### src/rtl/dmem_arbiter_pkg.sv
// rtl/dmem_arbiter_pkg.sv - shared types, size codes and helpers for the data-memory arbiter
package dmem_arbiter_pkg;

  typedef enum logic [1:0] {IDLE, ACCESS, WAIT, RESP} dmem_state_t;
  typedef enum logic {CORE, HOST} grant_t;
  typedef enum logic [1:0] {SZ_BYTE, SZ_HALF, SZ_WORD} size_t;

  localparam logic [2:0] F3_B  = 3'b000;
  localparam logic [2:0] F3_H  = 3'b001;
  localparam logic [2:0] F3_W  = 3'b010;
  localparam logic [2:0] F3_BU = 3'b100;
  localparam logic [2:0] F3_HU = 3'b101;

  // Wide enough for a read latency of up to 4 cycles (counter holds latency-1)
  localparam int CNT_W = 2;

  // Codes outside the five legal sizes fall back to a full-word access
  function automatic size_t decode_size(input logic [2:0] f3);
    case (f3)
      F3_B, F3_BU: return SZ_BYTE;
      F3_H, F3_HU: return SZ_HALF;
      default:     return SZ_WORD;
    endcase
  endfunction

endpackage

### src/rtl/dmem_lane_align.sv
// rtl/dmem_lane_align.sv - store lane placement / byte enables and load extract / extend
module dmem_lane_align
  import dmem_arbiter_pkg::*;
#(
  parameter int DATA_WIDTH  = 32,
  parameter int FUNC3_WIDTH = 3
) (
  input  logic [FUNC3_WIDTH-1:0] func3,
  input  logic [1:0]             offset,
  input  logic [DATA_WIDTH-1:0]  st_data,
  input  logic [DATA_WIDTH-1:0]  ld_word,
  output logic [3:0]             st_be,
  output logic [DATA_WIDTH-1:0]  st_word,
  output logic [DATA_WIDTH-1:0]  ld_data
);

  size_t      size;
  logic       is_unsigned;
  logic [7:0] byte_sel;
  logic [15:0] half_sel;

  assign size        = decode_size(func3);
  assign is_unsigned = func3[2];

  // Replicate the right-justified store data into every lane; enables pick the live lanes
  always_comb begin
    st_be   = 4'b1111;
    st_word = st_data;
    case (size)
      SZ_BYTE: begin
        st_be   = 4'b0001 << offset;
        st_word = {4{st_data[7:0]}};
      end
      SZ_HALF: begin
        st_be   = offset[1] ? 4'b1100 : 4'b0011;
        st_word = {2{st_data[15:0]}};
      end
      default: ;
    endcase
  end

  // Pick the addressed byte/half (low offset bits below the size are ignored) and extend
  always_comb begin
    byte_sel = ld_word[{offset, 3'b000} +: 8];
    half_sel = offset[1] ? ld_word[31:16] : ld_word[15:0];
    case (size)
      SZ_BYTE: ld_data = {{24{~is_unsigned & byte_sel[7]}}, byte_sel};
      SZ_HALF: ld_data = {{16{~is_unsigned & half_sel[15]}}, half_sel};
      default: ld_data = ld_word;
    endcase
  end

endmodule

### src/rtl/dmem_arbiter.sv
// rtl/dmem_arbiter.sv - core/host arbiter for one synchronous data RAM; DMEM_MISALIGN_CHK_EN adds misalign trapping
module dmem_arbiter
  import dmem_arbiter_pkg::*;
#(
  parameter int DATA_WIDTH  = 32,
  parameter int ADDR_WIDTH  = 14,
  parameter int FUNC3_WIDTH = 3,
  parameter int MEM_LATENCY = 1
) (
  input  logic                   clk,
  input  logic                   rst,
  input  logic                   core_memRead,
  input  logic                   core_memWrite,
  input  logic [FUNC3_WIDTH-1:0] core_func3,
  input  logic [ADDR_WIDTH-1:0]  core_addr,
  input  logic [DATA_WIDTH-1:0]  core_wdata,
  output logic [DATA_WIDTH-1:0]  core_rdata,
  output logic                   core_ready,
  input  logic                   host_req,
  input  logic                   host_we,
  input  logic [ADDR_WIDTH-3:0]  host_addr,
  input  logic [DATA_WIDTH-1:0]  host_wdata,
  output logic [DATA_WIDTH-1:0]  host_rdata,
  output logic                   host_ack,
  output logic                   ram_en,
  output logic [3:0]             ram_be,
  output logic [ADDR_WIDTH-3:0]  ram_addr,
  output logic [DATA_WIDTH-1:0]  ram_wdata,
  input  logic [DATA_WIDTH-1:0]  ram_rdata
`ifdef DMEM_MISALIGN_CHK_EN
  ,
  output logic                   core_misalign
`endif
);

  dmem_state_t             state_q, state_d;
  grant_t                  grant_q, grant_d;
  grant_t                  last_grant_q, last_grant_d;
  logic [ADDR_WIDTH-1:0]   addr_q, addr_d;
  logic [FUNC3_WIDTH-1:0]  func3_q, func3_d;
  logic [DATA_WIDTH-1:0]   wdata_q, wdata_d;
  logic                    we_q, we_d;
  logic [CNT_W-1:0]        cnt_q, cnt_d;
  logic [DATA_WIDTH-1:0]   core_rdata_q, core_rdata_d;
  logic [DATA_WIDTH-1:0]   host_rdata_q, host_rdata_d;

  logic                    core_req;
  logic                    pick_core;
  logic [3:0]              st_be;
  logic [DATA_WIDTH-1:0]   st_word;
  logic [DATA_WIDTH-1:0]   ld_data;

  assign core_req   = core_memRead | core_memWrite;
  assign core_rdata = core_rdata_q;
  assign host_rdata = host_rdata_q;

  dmem_lane_align #(
    .DATA_WIDTH (DATA_WIDTH),
    .FUNC3_WIDTH(FUNC3_WIDTH)
  ) u_lane_align (
    .func3  (func3_q),
    .offset (addr_q[1:0]),
    .st_data(wdata_q),
    .ld_word(ram_rdata),
    .st_be  (st_be),
    .st_word(st_word),
    .ld_data(ld_data)
  );

`ifdef DMEM_MISALIGN_CHK_EN
  logic misalign_q, misalign_d;
  logic core_misaligned;

  // A half needs addr[0]==0 and a word needs addr[1:0]==0; bytes are always aligned
  always_comb begin
    case (decode_size(core_func3))
      SZ_HALF: core_misaligned = core_addr[0];
      SZ_WORD: core_misaligned = |core_addr[1:0];
      default: core_misaligned = 1'b0;
    endcase
  end

  // Misalign flag travels with the transaction into its RESP cycle
  always_ff @(posedge clk) begin
    if (rst) misalign_q <= 1'b0;
    else     misalign_q <= misalign_d;
  end

  assign core_misalign = !rst && (state_q == RESP) && misalign_q;
`endif

  // State and latched-request registers
  always_ff @(posedge clk) begin
    if (rst) begin
      state_q      <= IDLE;
      grant_q      <= HOST;
      last_grant_q <= HOST;
      addr_q       <= '0;
      func3_q      <= '0;
      wdata_q      <= '0;
      we_q         <= 1'b0;
      cnt_q        <= '0;
      core_rdata_q <= '0;
      host_rdata_q <= '0;
    end else begin
      state_q      <= state_d;
      grant_q      <= grant_d;
      last_grant_q <= last_grant_d;
      addr_q       <= addr_d;
      func3_q      <= func3_d;
      wdata_q      <= wdata_d;
      we_q         <= we_d;
      cnt_q        <= cnt_d;
      core_rdata_q <= core_rdata_d;
      host_rdata_q <= host_rdata_d;
    end
  end

  // Next-state: round-robin grant in IDLE, fixed ACCESS/WAIT/RESP sequence afterwards
  always_comb begin
    state_d      = state_q;
    grant_d      = grant_q;
    last_grant_d = last_grant_q;
    addr_d       = addr_q;
    func3_d      = func3_q;
    wdata_d      = wdata_q;
    we_d         = we_q;
    cnt_d        = cnt_q;
    core_rdata_d = core_rdata_q;
    host_rdata_d = host_rdata_q;
    pick_core    = core_req && (!host_req || last_grant_q == HOST);
`ifdef DMEM_MISALIGN_CHK_EN
    misalign_d   = misalign_q;
`endif
    case (state_q)
      IDLE: begin
        if (pick_core) begin
          grant_d = CORE;
          addr_d  = core_addr;
          func3_d = core_func3;
          wdata_d = core_wdata;
          we_d    = core_memWrite;
          state_d = ACCESS;
`ifdef DMEM_MISALIGN_CHK_EN
          misalign_d = core_misaligned;
          if (core_misaligned) begin
            state_d      = RESP;
            core_rdata_d = '0;
          end
`endif
        end else if (host_req) begin
          // Host traffic is always a full word, so it rides the W path of the aligner
          grant_d = HOST;
          addr_d  = {host_addr, 2'b00};
          func3_d = FUNC3_WIDTH'(F3_W);
          wdata_d = host_wdata;
          we_d    = host_we;
          state_d = ACCESS;
`ifdef DMEM_MISALIGN_CHK_EN
          misalign_d = 1'b0;
`endif
        end
      end
      ACCESS: begin
        if (we_q) begin
          state_d = RESP;
        end else begin
          cnt_d   = CNT_W'(MEM_LATENCY - 1);
          state_d = WAIT;
        end
      end
      WAIT: begin
        if (cnt_q == '0) begin
          if (grant_q == CORE) core_rdata_d = ld_data;
          else                 host_rdata_d = ram_rdata;
          state_d = RESP;
        end else begin
          cnt_d = cnt_q - 1'b1;
        end
      end
      RESP: begin
        last_grant_d = grant_q;
        state_d      = IDLE;
`ifdef DMEM_MISALIGN_CHK_EN
        misalign_d   = 1'b0;
`endif
      end
      default: state_d = IDLE;
    endcase
  end

  // Outputs: RAM strobe in ACCESS, completion handshakes in RESP, all quiet under reset
  always_comb begin
    ram_en     = 1'b0;
    ram_be     = 4'b0000;
    ram_addr   = addr_q[ADDR_WIDTH-1:2];
    ram_wdata  = '0;
    core_ready = !core_req;
    host_ack   = 1'b0;
    if (!rst) begin
      case (state_q)
        ACCESS: begin
          ram_en = 1'b1;
          if (we_q) begin
            ram_be    = st_be;
            ram_wdata = st_word;
          end
        end
        RESP: begin
          if (grant_q == CORE) core_ready = 1'b1;
          else                 host_ack   = 1'b1;
        end
        default: ;
      endcase
    end
  end

endmodule

### config.mk
export PLATFORM = sky130hd
export DESIGN_NAME = dmem_arbiter
export DESIGN_NICKNAME = d
export VERILOG_FILES = /design/src/rtl/dmem_arbiter_pkg.sv /design/src/rtl/dmem_lane_align.sv /design/src/rtl/dmem_arbiter.sv
export SDC_FILE = /design/constraint.sdc
export NUM_CORES = 1
export LEC_CHECK = 0
export ABC_AREA = 1
export ABC_CLOCK_PERIOD_IN_PS = 2000
export BUFFER_PORTS_ARGS = -buffer_cell sky130_fd_sc_hd__buf_4
export CORE_UTILIZATION = 48
export CTS_BUF_LIST = sky130_fd_sc_hd__clkbuf_2 sky130_fd_sc_hd__clkbuf_4 sky130_fd_sc_hd__clkbuf_8
export CTS_CLUSTER_DIAMETER = 30
export DETAILED_ROUTE_END_ITERATION = 7
export GPL_TIMING_DRIVEN = 0
export HOLD_SLACK_MARGIN = 0.02
export PLACE_DENSITY_LB_ADDON = 0.05
export SLEW_MARGIN = 20
export SYNTH_ARGS = -nofsm -noshare
export SYNTH_HDL_FRONTEND = slang
export SYNTH_SLANG_ARGS = --single-unit
### constraint.sdc
create_clock -name clk -period 2 [get_ports clk]
set_input_delay 0.6 -clock clk [delete_from_list [all_inputs] [get_ports clk]]
set_output_delay 0.6 -clock clk [all_outputs]
set_load 0.05 [all_outputs]
==> summary.md <==
| Metric | Value |
|---|---|
| Run status | `finished with violations` |
| Violations in the final reports | `setup timing` |
| Top cells by area, synth | `dfxtp_1 40%, nand2_1 16%, a21oi_1 5.7%` |
| Area Growth Syn to Fin | `56.9%` |
| Crit path DAT | `1790 ps` |
| Synth Warn # | `0` |
| Antenna viol nets, final | `0` |
| WP data required | `1400 ps` |
| Grt ovf | `0` |
| Post-synth top area cell | `dfxtp_1` |
| H-tree depth | `4` |
| Max VDD drop | `0.773 mV` |
| Fin crit share | `120%` |
| Routed len/inst | `16.5 um` |
| Vias in the first global route | `6,764` |
| Post-synthesis sequential area ratio | `40.0%` |
| # IOs | `246` |
| FF-to-FF setup slack | `110 ps` |
| Cells after Synth | `897` |
| WS Path Type | `reg -> out` |
| Ys async rst share | `0%` |
| Overall die width | `114 um` |
| Reg clk slew, reported paths | `70 ps` |
| Top-count cell post-synth | `nand2_1` |
| CTS tree | `done` |
| Period minus WS final | `about 2400 ps` |
| Leak Pwr | `4.36 nW` |
| Root Driver | `clkbuf_8` |
| Non-Filler Instances | `1,357` |
| Fraction of layout cells with a size suffix above 1 | `between 30 and 40%` |
| Power per standard cell area | `1300 nW/um2` |
| Chip height | `114 um` |
| Final-report max-slew violation count | `0` |
| Critical-path cell list | `inv_4 -> ha_4 -> inv_2 -> nor2_4 -> nand2_4 -> clkbuf_16 -> a211oi_4 -> buf_6` |
| Final Setup Violations | `38` |
| DR pass1 iterations | `5` |
| Via/cell ratio | `5.41` |
| Synth top cells by count | `257 x nand2_1, 120 x dfxtp_1, 91 x nor2_1` |
| Mapped Area | `6010 um2` |
| Hold depth | `3` |
| Post-synth EDFFs | `0` |
| Worst R2R Start | `state_q[1]$_SDFFE_PP0P_` |
| Final WL | `22,400 um` |
| Dpl cells | `1,310` |
| Worst r2r path cells | `9` |
| Initial core utilization | `around half` |
| Total Routing Usage GR | `34.1%` |
| Least-Margin Pin Slew | `about 600 ps` |
| Final Util | `between 70% and 80%` |
| First-pass GRT wire length | `~34,000 um` |
| Post-Syn Area per Cell | `6.70 um2` |
| Clk buf depth | `2` |
| Yosys top cell area share | `40.0%` |
| Fmax | `418 MHz` |
| CP Launch Type | `flip-flop` |
| GPL Wtd Cong | `between 0.9 and 1` |
| # DRC | `0` |
| Setup TNS | `-12,340 ps` |
| Slowest stage delay, CP | `350 ps` |
| Max Cap Viol | `0` |
| Crit end category | `output pin` |
| Rows | `40` |
| RSZ-0062 raised after global routing | `true` |
| Iteration-0 DRC Markers | `slightly below 700` |
| Worst relative slew slack | `60.8%` |
| DP HPWL | `15,900 um` |
| Netlist cell types | `33` |
| Hold path start | `core_addr[8]` |
| Vias | `roughly 7,300` |
| Cts bufs inserted | `17` |
| Ant. Diodes | `0` |
| Worst Skew | `6.84 ps` |
| Syn_nets | `1,034` |
| CORE AREA | `between 10,000 and 15,000 um2` |
| Crit-path slowest cell | `dfxtp_4` |
| Worst reg2reg endpoint | `wdata_q[26]$_SDFFE_PP0P_` |
| Hold_buf cts | `0` |
| Initial antenna violation count | `0` |
| Hold slack | `407 ps` |
| Top_reg_cell synth | `dfxtp_1` |
| IO buf count | `between 200 and 250` |
| Final hold viol count | `0` |
| Worst hold path type | `in -> reg` |
| Clock Sinks | `120` |
| Synth Register Bits | `120` |
| Die Footprint | `13,000 um2` |
| Final net count | `roughly 1,300` |
| Largest net degree at the start of global routing | `17` |
| Hold EP | `addr_q[8]$_SDFFE_PP0P_` |
| Max FO, Critical Path | `5` |
| Setup WS post-layout | `-392 ps` |
| Worst skew pair latency | `440 ps` |
## per-stage QoR
step	instance area (um2)	power [mW]	setup slack, ps
finish	9440	12.3	-392
global route	9440	13.0	-464
CTS	9250	11.9	-394
detailed placement	8420	9.17	-381
global placement	8420	9.11	-390
floorplan	6370	7.53	-315
## final cells by class
class | instances | area [um2]
clock buffer | 19 | 262
timing repair buffer | 261 | 2150
fill | 928 | 2680
sequential | 120 | 2410
multi-input combinational | 635 | 3450
buffer | 75 | 527
clock inverter | 12 | 150
inverter | 67 | 277
tap | 168 | 210
## power breakdown
group          switching [mW]  internal [mW]  total, mW
clock                   0.993           1.29       2.28
combinational            4.25           2.17       6.42
sequential              0.525           3.04       3.57
## critical path: cells and delay by family, from the launching register on
kind	cells	cell delay (ps)
fa+ha+maj	1	120
simple gates	2	230
buf+inv	4	490
compound gates	1	160
flops	1	350
## cell families (layout without fill, tap and decap cells)
kind of cell | Yosys count | in the layout | synth area share, %
buf+inv | 142 | 434 | 11.1
simple gates | 426 | 426 | 28.9
flops | 120 | 120 | 39.9
fa+ha+maj | 6 | 6 | 1.25
compound gates | 203 | 203 | 18.8
## registers in the layout (all words and copies together), names as in the netlist
| register | cells |
|---|---|
| host_rdata | 32 |
| func3_q | 3 |
| state_q | 2 |
| core_rdata | 32 |
| addr_q | 14 |
| grant_q | 1 |
| cnt_q | 2 |
| wdata_q | 32 |
| we_q | 1 |
| last_grant_q | 1 |
## cells in the final DEF (no fill, tap or decap), drive strengths merged
cell type  synthesis  routed
nand4              8       8
nand2            259     259
nand3             61      61
nor3               4       4
ha                 6       6
clkbuf            23      44
dfxtp            120     120
a21o               1       1
o21ai             65      65
o22ai              8       8
or2                1       1
clkinv             0       6
o31ai              1       1
o211ai             9       9
a22oi              2       2
nor2              93      93
a31oi             45      45
buf               52     311
bufinv             0       3
a21oi             69      69
clkinvlp           0       3
inv               67      67
a211oi             3       3
## how the worst max path moves through the flow
stage / startpoint / to / slack, ps
6_report: state_q[1]$_SDFFE_PP0P_ / ram_be[1] / -390
5_1_grt: state_q[1]$_SDFFE_PP0P_ / ram_be[1] / -460
4_1_cts: state_q[1]$_SDFFE_PP0P_ / ram_be[1] / -390
3_5_place_dp: rst / ram_wdata[13] / -380
3_3_place_gp: rst / ram_wdata[29] / -390
2_1_floorplan: state_q[1]$_SDFFE_PP0P_ / ram_be[1] / -320
## what timing repair did
action	CTS	global route
gates resized for setup	106	22
setup buffers	5	11
pin swaps	6	7
cloned	1	0
endpoints found under the setup margin	39	43
## layer usage
layer / part of all wire, % / vias to the layer above / routed length [um] / global-route usage, %
met5: 0 / - / 0 / 0
met4: 4.1 / 0 / 928 / 17.8
met3: 10 / 78 / 2260 / 9.14
met2: 44 / 419 / 9830 / 51.8
met1: 42 / 3343 / 9400 / 44.3
li1: - / 3503 / - / -
(Power assumes the default switching activity.)
